===== src/rtl/small_cdb_fifo.sv =====
// Small result FIFO between a functional unit and the big CDB queue, with branch-mask
// resolution and squash on the fly. Define SMALL_CDB_FIFO_BYPASS_EN for same-cycle empty bypass.
package small_cdb_fifo_pkg;
    localparam int EBR_MASK_SIZE = 4;
    localparam int TAG_W         = 6;
    localparam int PAYLOAD_W     = 16;

    typedef struct packed {
        logic                     valid;
        logic [EBR_MASK_SIZE-1:0] ebr_mask;
        logic [TAG_W-1:0]         tag;
        logic [PAYLOAD_W-1:0]     data;
    } cdb_t;
endpackage

module small_cdb_fifo
    import small_cdb_fifo_pkg::*;
#(
    parameter int DEPTH = 4
) (
    input  logic                     clk,
    input  logic                     rst,
    input  logic                     in_valid,
    input  cdb_t                     in_data,
    output logic                     in_ready,
    output logic                     out_valid,
    output cdb_t                     out_data,
    input  logic                     out_pop,
    input  logic                     bra_done,
    input  logic                     bra_mispredict,
    input  logic [EBR_MASK_SIZE-1:0] bra_id,
    output logic [$clog2(DEPTH):0]   count
);
    localparam int AW = $clog2(DEPTH);

    logic [AW:0]              r_head;
    logic [AW:0]              r_tail;
    logic [DEPTH-1:0]         r_vld;
    logic [EBR_MASK_SIZE-1:0] r_mask [DEPTH];
    logic [TAG_W-1:0]         r_tag  [DEPTH];
    logic [PAYLOAD_W-1:0]     r_data [DEPTH];

    logic [AW-1:0]            w_head_idx;
    logic [AW-1:0]            w_tail_idx;
    logic                     w_empty;
    logic                     w_full;
    logic                     w_in_kill;
    logic [EBR_MASK_SIZE-1:0] w_in_mask;
    logic                     w_head_vld;
    logic                     w_head_kill;
    logic [EBR_MASK_SIZE-1:0] w_head_mask;
    logic                     w_q_valid;
    logic                     w_auto_pop;
    logic                     w_accept;
    logic                     w_push;
    logic                     w_pop;
    cdb_t                     w_q_out;

    assign w_head_idx = r_head[AW-1:0];
    assign w_tail_idx = r_tail[AW-1:0];
    assign w_empty    = (r_head == r_tail);
    assign w_full     = (r_head[AW] != r_tail[AW]) && (w_head_idx == w_tail_idx);
    assign in_ready   = !w_full;
    assign count      = r_tail - r_head;
    assign w_accept   = in_valid && !w_full;

    // Resolve the incoming entry against a branch resolving this same cycle.
    assign w_in_kill = bra_done && bra_mispredict && (|(in_data.ebr_mask & bra_id));
    assign w_in_mask = bra_done ? (in_data.ebr_mask & ~bra_id) : in_data.ebr_mask;

    assign w_head_vld  = r_vld[w_head_idx];
    assign w_head_kill = bra_done && bra_mispredict && (|(r_mask[w_head_idx] & bra_id));
    assign w_head_mask = bra_done ? (r_mask[w_head_idx] & ~bra_id) : r_mask[w_head_idx];
    assign w_q_valid   = !w_empty && w_head_vld && !w_head_kill;
    // A head already squashed in an earlier cycle just occupies a slot; drop it silently.
    assign w_auto_pop  = !w_empty && !w_head_vld;
    assign w_pop       = (out_pop && w_q_valid) || w_auto_pop;

    always_comb begin
        w_q_out          = '0;
        w_q_out.valid    = w_q_valid;
        w_q_out.ebr_mask = w_head_mask;
        w_q_out.tag      = r_tag[w_head_idx];
        w_q_out.data     = r_data[w_head_idx];
    end

`ifdef SMALL_CDB_FIFO_BYPASS_EN
    logic w_bypass;
    cdb_t w_byp_out;

    assign w_bypass = w_empty && in_valid && !w_in_kill && in_data.valid;

    always_comb begin
        w_byp_out          = in_data;
        w_byp_out.ebr_mask = w_in_mask;
    end

    assign out_valid = w_q_valid || w_bypass;
    assign out_data  = w_bypass ? w_byp_out : w_q_out;
    // An entry consumed straight through the bypass is never written.
    assign w_push    = w_accept && !w_in_kill && !(w_bypass && out_pop);
`else
    assign out_valid = w_q_valid;
    assign out_data  = w_q_out;
    assign w_push    = w_accept && !w_in_kill;
`endif

    always_ff @(posedge clk) begin
        if (rst) begin
            r_head <= '0;
            r_tail <= '0;
            r_vld  <= '0;
        end else begin
            for (int i = 0; i < DEPTH; i++) begin
                if (bra_done && bra_mispredict && (|(r_mask[i] & bra_id)))
                    r_vld[i] <= 1'b0;
            end
            if (w_push) begin
                r_vld[w_tail_idx] <= in_data.valid;
                r_tail            <= r_tail + 1'b1;
            end
            if (w_pop)
                r_head <= r_head + 1'b1;
        end
    end

    // Payload and masks carry no reset; the valid bits and pointers qualify them.
    always_ff @(posedge clk) begin
        for (int i = 0; i < DEPTH; i++) begin
            if (bra_done)
                r_mask[i] <= r_mask[i] & ~bra_id;
        end
        if (w_push) begin
            r_mask[w_tail_idx] <= w_in_mask;
            r_tag[w_tail_idx]  <= in_data.tag;
            r_data[w_tail_idx] <= in_data.data;
        end
    end

endmodule


===== config.mk =====
export PLATFORM = sky130hd
export DESIGN_NAME = small_cdb_fifo
export DESIGN_NICKNAME = d
export VERILOG_FILES = /design/src/rtl/small_cdb_fifo.sv
export SDC_FILE = /design/constraint.sdc
export NUM_CORES = 1
export LEC_CHECK = 0
export BUFFER_PORTS_ARGS = -buffer_cell sky130_fd_sc_hd__clkbuf_2
export CORE_ASPECT_RATIO = 0.6
export CORE_MARGIN = 8
export CORE_UTILIZATION = 45
export CTS_BUF_LIST = sky130_fd_sc_hd__clkbuf_4 sky130_fd_sc_hd__clkbuf_8
export DETAILED_ROUTE_END_ITERATION = 10
export PLACE_DENSITY = 0.72
export SLEW_MARGIN = 20
export SYNTH_ARGS = -nofsm -noshare
export SYNTH_HDL_FRONTEND = slang
export SYNTH_SLANG_ARGS = --single-unit

===== constraint.sdc =====
create_clock -name clk -period 3.25 [get_ports clk]
set_input_delay 0.1625 -clock clk [delete_from_list [all_inputs] [get_ports clk]]
set_output_delay 0.1625 -clock clk [all_outputs]
set_load 0.05 [all_outputs]

==> metrics <==
Finish-stage setup viols=0; Final #Nets=438; FP Rows=30; I/O pin count=69; Power Density=798 mW/mm2; combinational power share=36.2%; slowest CP cell=mux4_2; IO buf count=68; DRC=0; crit start category=register; post-route setup TNS=0 ns; CTS buffer count=17; Hold EP=r_vld[3]; maxcap violations=0; delay-heaviest family, CP=compound AO/OA/AOI/OAI gates; Critical Path Sink Type=output pin; total number of vias=2932; status=complete, no violations; first-pass GRT wire length=17000 um; share of power burned in registers=37.5%; ANT nets after route=0; CTS root buf=clkbuf_8; H-Tree Depth=4; gp weighted congestion=0.845; DRT Wirelength=10700 um; aggregate global routing overflow=0; post-synthesis instance area=0.00502 mm2; fill count=883; Initial DRC Count=222; sw frac=37.1%; Arrival @ worst endpoint=2.58 ns; Yosys cell types=36; crit-path cells=buf_4 > mux4_2 > a22o_2 > a221oi_4 > o211a_1 > clkbuf_2; CP required=3.09 ns; hold path depth=3; layout cell share with drive strength beyond 1=34.4%; worst flop-to-flop path startpoint=r_head[1]; r2r setup slk=0.61 ns; CP Class=register to output pin; Seq/Total Area, Yosys=66.9%; Mapped Cells=289; routed vias/inst=5.35; mean post-synth cell area=17.4 um2; Final Cycle Share=84.5%; max incr delay on CP=0.56 ns; sw power=1.83 mW; worst reg2reg path depth=6; die area=0.0149 mm2; Inserted Diodes=0; Max Clk Rate=0.364 GHz; Hold Path Class=input pin to register; yosys warns=0; Buf/Inv on CP=2; starting density of the core=45.4%; unrepaired setup endpoints after global routing=no; DIE WIDTH=152 um; Final Slew Violations=0; Tmin final=2.74 ns; Die Y=97.8 um; worst slew pin tran=0.954 ns; core area=0.0111 mm2; CTS tree=yes; Max Root-Sink Buffers=2; antenna violations before repair=0; Clk pwr share=26.3%; leakage power=2.22 nW; CTS sink count=116; vias in the first global route=3102; Post-CTS Resized=0; HPWL after DPL=7300 um; CTS clk-pin slew, worst paths=0.07 ns; VDD IR max=0.000491 V; crit path max fanout=11; FF+latch count, synth=116; P_int=3.10 mW; TritonRoute pass-1 iters=5; Non-Filler Instances=548; later-pin clock latency in the skew report=0.43 ns; Layout area overhead=22.8%; largest net degree at the start of global routing=23; min-delay src=in_data[26]; Worst R2R End=r_tag[3][2]; post-placement cell count=496; final hold vios=0; worst-case headroom to the max-slew limit=36.4%; Wirelength per Cell=19.4 um; skew final=0.0108 ns; Syn Nets=334; GRT Total Usage=15.1%
## worst register-to-register path: cells and delay by family, from the launching register on
family,cells,cell delay [ns]
simple gates,2,0.75
fa+ha+maj,1,0.33
compound gates,1,0.23
flops,1,0.46
buf+inv,2,0.52
## cell type report
cell class | instances | area (um2) | area share [%]
Timing Repair Buffer | 99 | 628 | 10.2
Inverter | 6 | 22.5 | 0.365
Tap cell | 144 | 180 | 2.92
Clock buffer | 18 | 241 | 3.91
Sequential cell | 116 | 3360 | 54.5
Clock inverter | 12 | 140 | 2.27
Multi-Input combinational cell | 153 | 1590 | 25.8
## kinds of logic (layout without fill, tap and decap cells)
logic type,count (synthesis),count (layout),synth area share [%]
flip-flops,116,116,66.9
AND/OR/NAND/NOR,64,64,7.15
multiplexers,47,47,16.4
AO/OA/AOI/OAI,29,29,4.61
buffers and inverters,20,135,1.84
adder cells (fa/ha/maj),8,8,2.14
XOR/XNOR,5,5,0.872
## cells in the final DEF, fill, tap and decap left out, types with 8 or more instances in the layout
cell type,instances
edfxtp_1,104
dfxtp_1,11
nand2b_1,18
mux4_2,25
buf_4,9
clkbuf_2,68
clkbuf_8,17
or2_1,8
mux2i_1,18
dlygate4sd3_1,22
nand2_1,17
## power by group through the flow
stage	sequential, mW	clock [mW]	combinational, mW
after detailed placement	1.88	0	1.77
final	1.85	1.29	1.78
after floorplan	1.82	0	1.42
after CTS	1.85	1.32	1.81
after global routing	1.86	1.38	1.88
after global placement	1.87	0	1.76
## cells in the mapped netlist (all sizes together)
cell type	number	share of area (%)
edfxtp	104	62
mux4	27	12
mux2i	18	3.6
nand2b	18	2.2
nand2	17	1.3
dfxtp	12	4.8
or2	8	1.0
buf	7	0.87
clkbuf	7	0.52
ha	7	1.7
o21ai	7	0.70
a21oi	6	0.60
inv	6	0.45
nand3	6	0.60
a221oi	5	1.2
a22o	5	0.90
and2	4	0.50
nor2	4	0.30
nor3b	4	0.90
xnor2	4	0.70
a22oi	3	0.45
mux2	2	0.60
nor2b	2	0.25
a21o	1	0.15
fa	1	0.40
nor3	1	0.10
o211a	1	0.20
o221a	1	0.40
xor2	1	0.17
## per-layer routing
layer  track usage (%)  vias up  share of wire [%]  routed length, um
li1                  -     1345                  -                  -
met1              20.3     1457                 45               4780
met2              22.1      120                 44               4720
met3              5.38       10                9.9               1050
met4              5.42        0               0.94                100
met5                 0        -                  0                  0
## state kept, by name, indices dropped and copies added (netlist names), named ones only
signal	flops
r_data	64
r_head	3
r_mask	16
r_tag	24
r_tail	3
r_vld	4
## through the flow
step / area [um2] / power (mW) / hold WS, ns / util [%] / setup WS [ns]
floorplan: 5020 / 3.24 / 0.261 / - / 0.400
global placement: 5570 / 3.63 / 0.382 / 50.3 / 0.680
detailed placement: 5570 / 3.65 / 0.384 / 50.3 / 0.629
CTS: 6170 / 4.97 / 0.000947 / 55.7 / 0.473
global route: 6170 / 5.12 / 0.0185 / 55.7 / 0.399
finish: 6170 / 4.92 / 0.0184 / 55.7 / 0.505
## worst max-delay path by stage
stage / from / to / slack [ns] / cells after the start
finish: register / out_valid / 0.51 / 6
global route: r_tail[0] / r_data[3][13] / 0.40 / 6
CTS: register / out_data[26] / 0.47 / 6
detailed placement: r_head[1] / r_data[3][10] / 0.63 / 6
global placement: r_head[1] / r_data[3][11] / 0.68 / 6
floorplan: r_head[1] / r_mask[0][0] / 0.40 / 6
## what timing repair did
| item | in CTS | in global routing |
|---|---|---|
| hold endpoints to repair | 88 | 0 |
| hold buffers | 22 | 0 |
| buffers inserted | 0 | 0 |
(Power assumes the default switching activity.)
